===== src/rtl/lsu_pkg.sv =====
// Shared types and constants for the load/store unit.
// The opcodes are also used by the decoder.
package lsu_pkg;

  typedef enum logic [1:0] {
    LSU_B = 2'd0,
    LSU_H = 2'd1,
    LSU_W = 2'd2
  } lsu_size_e;

  typedef enum logic [2:0] {
    IDLE = 3'd0,
    REQ  = 3'd1,
    WAIT = 3'd2,
    WB   = 3'd3,
    ERR  = 3'd4
  } lsu_state_e;

  localparam logic [6:0] OPC_LOAD  = 7'b0000011;
  localparam logic [6:0] OPC_STORE = 7'b0100011;

  // A size code of 3 is handled as a word, so size[1] alone selects word checks.
  function automatic logic lsu_misaligned(input logic [1:0] size, input logic [1:0] off);
    return ((size == LSU_H) && off[0]) || (size[1] && (off != 2'b00));
  endfunction

endpackage


===== src/rtl/lsu_mem_access_if.sv =====
// Memory-side request/response bus between the LSU (master) and the memory (slave).
interface lsu_mem_access_if #(
  parameter int ADDR_W = 32,
  parameter int DATA_W = 32
);
  logic              mem_req_valid;
  logic              mem_req_ready;
  logic              mem_we;
  logic [ADDR_W-1:0] mem_addr;
  logic [3:0]        mem_be;
  logic [DATA_W-1:0] mem_wdata;
  logic              mem_rsp_valid;
  logic [DATA_W-1:0] mem_rsp_rdata;

  modport master (
    output mem_req_valid, mem_we, mem_addr, mem_be, mem_wdata,
    input  mem_req_ready, mem_rsp_valid, mem_rsp_rdata
  );

  modport slave (
    input  mem_req_valid, mem_we, mem_addr, mem_be, mem_wdata,
    output mem_req_ready, mem_rsp_valid, mem_rsp_rdata
  );
endinterface


===== src/rtl/lsu_align.sv =====
// Byte-lane steering for stores and lane extraction/extension for loads on a 32-bit bus.
module lsu_align
  import lsu_pkg::*;
(
  input  logic [1:0]  size,
  input  logic [1:0]  off,
  input  logic [31:0] rs2,
  input  logic [31:0] rdata,
  input  logic        zero_ext,
  output logic [3:0]  be,
  output logic [31:0] wdata,
  output logic [31:0] ld_data,
  output logic        misaligned
);

  logic [31:0] lane;

  always_comb begin
    lane       = rdata >> {off, 3'b000};
    be         = 4'hF;
    wdata      = rs2;
    ld_data    = lane;
    misaligned = lsu_misaligned(size, off);
    case (size)
      LSU_B: begin
        be      = 4'b0001 << off;
        wdata   = {4{rs2[7:0]}};
        ld_data = {{24{~zero_ext & lane[7]}}, lane[7:0]};
      end
      LSU_H: begin
        be      = 4'b0011 << off;
        wdata   = {2{rs2[15:0]}};
        ld_data = {{16{~zero_ext & lane[15]}}, lane[15:0]};
      end
      default: ;
    endcase
  end

endmodule


===== src/rtl/lsu_mem_access.sv =====
// LSU execution/memory stage: address generation, memory request, load write-back.
//   state | meaning
//   IDLE  | ready for a new op
//   REQ   | memory request held until mem_req_ready
//   WAIT  | load issued, waiting for mem_rsp_valid
//   WB    | one-cycle write-back pulse
//   ERR   | one-cycle misalign pulse, op dropped
module lsu_mem_access
  import lsu_pkg::*;
#(
  parameter int ADDR_W = 32,
  parameter int DATA_W = 32
) (
  input  logic              clk,
  input  logic              rst,
  input  logic              op_valid,
  output logic              op_ready,
  input  logic              is_load,
  input  logic              zero_ext,
  input  logic              is_nop,
  input  logic [1:0]        size,
  input  logic [4:0]        rd,
  input  logic [11:0]       imm,
  input  logic [ADDR_W-1:0] rs1_val,
  input  logic [DATA_W-1:0] rs2_val,
  lsu_mem_access_if.master  mem,
  output logic              wb_valid,
  output logic [4:0]        wb_rd,
  output logic [DATA_W-1:0] wb_data,
  output logic              misalign
);

  lsu_state_e        state_q, state_d;
  logic              capture;
  logic              is_load_q, zero_ext_q;
  logic [1:0]        size_q;
  logic [4:0]        rd_q;
  logic [ADDR_W-1:0] addr_q, addr_d;
  logic [DATA_W-1:0] rs2_q, wb_data_q;
  logic              in_idle, in_req;
  logic [1:0]        al_size, al_off;
  logic [3:0]        al_be;
  logic [DATA_W-1:0] al_wdata, al_ld;
  logic              al_mis;

  assign addr_d  = rs1_val + {{(ADDR_W-12){imm[11]}}, imm};
  assign in_idle = (state_q == IDLE);
  assign in_req  = (state_q == REQ);

  // In IDLE the aligner checks the incoming op; afterwards it works on the captured op.
  assign al_size = in_idle ? size        : size_q;
  assign al_off  = in_idle ? addr_d[1:0] : addr_q[1:0];

  lsu_align u_align (
    .size       (al_size),
    .off        (al_off),
    .rs2        (rs2_q),
    .rdata      (mem.mem_rsp_rdata),
    .zero_ext   (zero_ext_q),
    .be         (al_be),
    .wdata      (al_wdata),
    .ld_data    (al_ld),
    .misaligned (al_mis)
  );

  always_comb begin
    state_d = state_q;
    capture = 1'b0;
    case (state_q)
      IDLE: begin
        if (op_valid && !is_nop) begin
          if (al_mis) begin
            state_d = ERR;
          end else begin
            state_d = REQ;
            capture = 1'b1;
          end
        end
      end
      REQ:     if (mem.mem_req_ready) state_d = is_load_q ? WAIT : IDLE;
      WAIT:    if (mem.mem_rsp_valid) state_d = WB;
      WB:      state_d = IDLE;
      ERR:     state_d = IDLE;
      default: state_d = IDLE;
    endcase
  end

  always_ff @(posedge clk or posedge rst) begin
    if (rst) begin
      state_q    <= IDLE;
      is_load_q  <= 1'b0;
      zero_ext_q <= 1'b0;
      size_q     <= 2'd0;
      rd_q       <= 5'd0;
      addr_q     <= '0;
      rs2_q      <= '0;
      wb_data_q  <= '0;
    end else begin
      state_q <= state_d;
      if (capture) begin
        is_load_q  <= is_load;
        zero_ext_q <= zero_ext;
        size_q     <= size;
        rd_q       <= rd;
        addr_q     <= addr_d;
        rs2_q      <= rs2_val;
      end
      if ((state_q == WAIT) && mem.mem_rsp_valid) wb_data_q <= al_ld;
    end
  end

  assign op_ready          = in_idle;
  assign mem.mem_req_valid = in_req;
  assign mem.mem_we        = in_req & ~is_load_q;
  assign mem.mem_addr      = in_req ? {addr_q[ADDR_W-1:2], 2'b00} : '0;
  assign mem.mem_be        = in_req ? al_be : 4'h0;
  assign mem.mem_wdata     = (in_req && !is_load_q) ? al_wdata : '0;
  assign wb_valid          = (state_q == WB);
  assign wb_rd             = wb_valid ? rd_q : 5'd0;
  assign wb_data           = wb_valid ? wb_data_q : '0;
  assign misalign          = (state_q == ERR);

endmodule


===== src/flat_wrapper.sv =====
// flat-port wrapper written by rule: the top's interface ports become plain ports
module lsu_mem_access_flat import lsu_pkg::*;
#(
  parameter int ADDR_W = 32,
  parameter int DATA_W = 32
)
  (clk, rst, op_valid, op_ready, is_load, zero_ext, is_nop, size, rd, imm, rs1_val, rs2_val, wb_valid, wb_rd, wb_data, misalign, mem_mem_req_valid, mem_mem_we, mem_mem_addr, mem_mem_be, mem_mem_wdata, mem_mem_req_ready, mem_mem_rsp_valid, mem_mem_rsp_rdata);
  lsu_mem_access_if #(.ADDR_W(ADDR_W), .DATA_W(DATA_W)) mem_i ();
  input  logic clk;
  input  logic rst;
  input  logic op_valid;
  output logic op_ready;
  input  logic is_load;
  input  logic zero_ext;
  input  logic is_nop;
  input  logic [1:0] size;
  input  logic [4:0] rd;
  input  logic [11:0] imm;
  input  logic [ADDR_W-1:0] rs1_val;
  input  logic [DATA_W-1:0] rs2_val;
  output logic wb_valid;
  output logic [4:0] wb_rd;
  output logic [DATA_W-1:0] wb_data;
  output logic misalign;
  output wire logic [$bits(mem_i.mem_req_valid)-1:0] mem_mem_req_valid;
  output wire logic [$bits(mem_i.mem_we)-1:0] mem_mem_we;
  output wire logic [$bits(mem_i.mem_addr)-1:0] mem_mem_addr;
  output wire logic [$bits(mem_i.mem_be)-1:0] mem_mem_be;
  output wire logic [$bits(mem_i.mem_wdata)-1:0] mem_mem_wdata;
  input wire logic [$bits(mem_i.mem_req_ready)-1:0] mem_mem_req_ready;
  input wire logic [$bits(mem_i.mem_rsp_valid)-1:0] mem_mem_rsp_valid;
  input wire logic [$bits(mem_i.mem_rsp_rdata)-1:0] mem_mem_rsp_rdata;
  assign mem_mem_req_valid = mem_i.mem_req_valid;
  assign mem_mem_we = mem_i.mem_we;
  assign mem_mem_addr = mem_i.mem_addr;
  assign mem_mem_be = mem_i.mem_be;
  assign mem_mem_wdata = mem_i.mem_wdata;
  assign mem_i.mem_req_ready = mem_mem_req_ready;
  assign mem_i.mem_rsp_valid = mem_mem_rsp_valid;
  assign mem_i.mem_rsp_rdata = mem_mem_rsp_rdata;
  lsu_mem_access #(.ADDR_W(ADDR_W), .DATA_W(DATA_W)) u_core (.clk(clk), .rst(rst), .op_valid(op_valid), .op_ready(op_ready), .is_load(is_load), .zero_ext(zero_ext), .is_nop(is_nop), .size(size), .rd(rd), .imm(imm), .rs1_val(rs1_val), .rs2_val(rs2_val), .mem(mem_i), .wb_valid(wb_valid), .wb_rd(wb_rd), .wb_data(wb_data), .misalign(misalign));
endmodule

===== config.mk =====
export PLATFORM = sky130hd
export DESIGN_NAME = lsu_mem_access_flat
export DESIGN_NICKNAME = d
export VERILOG_FILES = /design/src/rtl/lsu_pkg.sv /design/src/rtl/lsu_mem_access_if.sv /design/src/rtl/lsu_align.sv /design/src/rtl/lsu_mem_access.sv /design/src/flat_wrapper.sv
export SDC_FILE = /design/constraint.sdc
export NUM_CORES = 1
export LEC_CHECK = 0
export ABC_AREA = 1
export BUFFER_PORTS_ARGS = -buffer_cell sky130_fd_sc_hd__buf_2
export CAP_MARGIN = 10
export CORE_UTILIZATION = 30
export CTS_CLUSTER_DIAMETER = 150
export DETAILED_ROUTE_END_ITERATION = 12
export GPL_TIMING_DRIVEN = 0
export MAX_ROUTING_LAYER = met4
export PLACE_DENSITY = 0.57
export SLEW_MARGIN = 10
export SYNTH_ARGS = -nofsm -noshare
export SYNTH_HDL_FRONTEND = slang
export SYNTH_SLANG_ARGS = --single-unit

===== constraint.sdc =====
create_clock -name clk -period 6.26 [get_ports clk]
set_input_delay 0.939 -clock clk [delete_from_list [all_inputs] [get_ports clk]]
set_output_delay 0.939 -clock clk [all_outputs]
set_load 0.05 [all_outputs]

==> impl_metrics.csv <==
group,metric,value,unit
outcome,status,"finished, final reports clean",
global_route,antenna_found_initial,1,
sta,slew_headroom,54.2,%
global_route,grt.busiest_layer,"met2",
run,maxCapViolations,0,
cts,postCtsSetupBuffers,0,
setup_path,crit_path_max_fanout,10,
final_layout,layout_common_cells,"nand2_1 (489), inv_1 (255), buf_2 (249)",
die,rows,60,
final_layout,nNetsFinal,1763,
place,place.detailed.hpwl,22800,µm
logic_synthesis,yosysWarnings,0,
sta,fin_crit_sh,68.3,%
cts,cts_tree,"built",
sta,worst_pin_slew,0.686,ns
die,core_area,27000,µm²
global_route,grt_pass1_vias,8315,
place,gp_congestion,0.883,
final_layout,final_util,37.7,%
setup_path,cp.required,5.32,ns
setup_path,worstPathArrival,3.34,ns
drt,ant_nets,0,
sta,holdWs,0.482,ns
global_route,met3_usage,2.26,%
die,die_y,168,µm
cts,clockRootBuffer,"clkbuf_16",
setup_path,cpMaxStageDelayCell,"fa_1",
cts,clock-sinks,108,
die,dieArea,28300,µm²
setup_path,timing.rr.end,"u_core.addr_q[26]",
min_path,whs_endpoint,"u_core.addr_q[29]",
die,start_util,30.6,%
place,io_buffers,230,
global_route,grt_pass1_wl,43200,µm
drt,drt-initial-drc-count,507,
sta,setup_viol,0,
cts,numCtsBuffers,9,
final_layout,fin_cells,1955,
setup_path,r2r_slack,3.83,ns
drt,post-route-drc-count,0,
die,pin_count,233,
setup_path,cpPeakStageDelay,0.47,ns
drt,wl,27600,µm
setup_path,cp_cell_sequence,"buf_2 -> ha_1 -> inv_1 -> fa_1 -> o21ai_2 -> clkbuf_1 -> o21ai_0 -> a21oi_1 -> buf_2",
setup_path,crit_buf_inv,4,
final_layout,area_delta_synth_final,23.1,%
setup_path,path_common_cell,"buf_2",
setup_path,worst-r2r-cell-count,10,
sta,final.setup_skew,0.0104,ns
logic_synthesis,postSynthCellCount,1365,
cts,cts_resized,0,
sta,grt_setup_unrepaired,"no",
global_route,grt_usage,20.1,%
global_route,grt_max_degree,62,
global_route,gr-usage-met1,25.6,%
min_path,holdPathStages,2,
sta,drv_slew,0,
drt,wire_per_inst,14.1,µm
logic_synthesis,yosysSeqAreaShare,32.6,%
global_route,overflow,0,
power,irDropWorstVdd,0.176,mV
final_layout,layout_commonest_cell,"nand2_1",
final_layout,drive_gt1_share,18.0,%
drt,drt_first_pass_iters,5,
drt,dr_total_vias,8967,
setup_path,setup.worst_path.class,"input pin to output pin",
min_path,min_from,"u_core.addr_q[29]",
logic_synthesis,netlist_area,8280,µm²
power,leakagePower,6.26,nW
sta,min_period,4.28,ns
die,die_w,168,µm
cts,htreeDepth,3,
min_path,min_path_type,"flip-flop to flip-flop",
setup_path,cp_top_family,"buffers and inverters",
place,placedCellCount,1938,
logic_synthesis,synth.distinct_cells,32,
cts,path_clk_slew,0.07,ns
power,powerDensity,441,nW/µm²
sta,clock.fmax,0.234,GHz
sta,hold_viol,0,
cts,clk_latency,0.36,ns
final_layout,fillers,3072,
setup_path,startpoint_type,"input pin",
setup_path,crit_path_end_kind,"output pin",
setup_path,r2r-start,"u_core.state_q[2]",
logic_synthesis,synth.avg_cell_area,6.07,µm²
drt,vias_per_cell,4.59,
logic_synthesis,ys_ff_latch,108,
cts,cts_hold_buf,0,
cts,cts_buffer_depth,2,
global_route,met2_usage,34.1,%
sta,setup_tns,0,ns
[routing by layer]
layer	up-vias	part of all wire, %
met5	-	0
met4	0	1.4
met3	28	4.4
met2	254	47
met1	4071	47
li1	4614	-
[final cells by class]
type	count	area, µm²	share of cell area, %
Timing Repair Buffer	231	1180	11.6
Antenna cell	1	2.50	0.0246
Multi-Input combinational cell	949	4360	42.8
Tap cell	341	427	4.19
Buffer	49	249	2.44
Sequential cell	108	2700	26.5
Inverter	260	981	9.62
Clock inverter	7	68.8	0.675
Clock buffer	9	225	2.21
[cell usage after synthesis]
| library cell | number | area share [%] |
|---|---|---|
| a211oi_1 | 7 | 0.63 |
| a21o_1 | 1 | 0.091 |
| a21oi_1 | 46 | 2.8 |
| buf_2 | 19 | 1.1 |
| buf_4 | 3 | 0.27 |
| buf_6 | 4 | 0.54 |
| clkbuf_1 | 23 | 1.0 |
| conb_1 | 1 | 0.045 |
| dfrtp_1 | 108 | 33 |
| fa_1 | 1 | 0.24 |
| ha_1 | 31 | 4.7 |
| inv_1 | 256 | 12 |
| inv_2 | 4 | 0.18 |
| nand2_1 | 489 | 22 |
| nand2_2 | 5 | 0.38 |
| nand3_1 | 88 | 5.3 |
| nand3_2 | 1 | 0.12 |
| nand3_4 | 1 | 0.21 |
| nand3b_1 | 5 | 0.45 |
| nand4_1 | 1 | 0.076 |
| nor2_1 | 148 | 6.7 |
| nor2_4 | 1 | 0.14 |
| nor3_1 | 9 | 0.54 |
| nor3_2 | 1 | 0.12 |
| o21ai_0 | 82 | 5.0 |
| o21ai_1 | 1 | 0.060 |
| o21ai_2 | 2 | 0.21 |
| o21ai_4 | 1 | 0.20 |
| o21bai_1 | 2 | 0.18 |
| o22ai_1 | 9 | 0.68 |
| xnor2_1 | 2 | 0.21 |
| xor2_1 | 13 | 1.4 |
[kinds of logic (layout without fill, tap and decap cells)]
logic type               after synthesis  in the layout  synth area share, %
flip-flops                           108            108                 32.6
XOR/XNOR                              15             15                 1.59
AND/OR/NAND/NOR                      749            749                 36.2
buffers and inverters                309            556                 14.8
other                                  1              3               0.0453
AO/OA/AOI/OAI                        151            151                 9.79
adder cells (fa/ha/maj)               32             32                 4.93
[worst max-delay path by stage]
stage	start	end	slack [ns]	cells after the start
4_1_cts	rs1_val[0]	mem_mem_be[1]	1.93	10
3_5_place_dp	rs1_val[0]	mem_mem_be[1]	1.94	10
5_1_grt	rs1_val[0]	mem_mem_be[1]	1.78	10
6_report	imm[0]	mem_mem_be[3]	1.98	9
3_3_place_gp	rst	u_core.wb_data_q[17]	0.99	2
2_1_floorplan	u_core.state_q[0]	mem_mem_wdata[24]	2.13	7
[flip-flops by register name (all words and copies together) (netlist names)]
| signal | cells |
|---|---|
| u_core.zero_ext_q | 1 |
| u_core.size_q | 2 |
| u_core.addr_q | 32 |
| u_core.state_q | 3 |
| u_core.rd_q | 5 |
| u_core.wb_data_q | 32 |
| u_core.is_load_q | 1 |
| u_core.rs2_q | 32 |
[tightest hold or removal path: cells and delay by family (launching register included)]
family           cells  cell delay [ns]
flip-flops           1             0.35
AND/OR/NAND/NOR      2             0.11
[where the power goes]
group	switching, mW	internal (mW)
combinational	2.02	0.735
clock	0.288	0.281
sequential	0.138	1.03
[per-stage QoR]
stage	worst slack (ns)	power [mW]	instance area (µm²)
floorplan	2.13	3.19	8290
global placement	0.985	3.92	9860
detailed placement	1.94	3.95	9900
CTS	1.93	4.54	10200
global route	1.78	4.87	10200
finish	1.98	4.49	10200
Note: power is estimated with default switching activity, not from simulation.
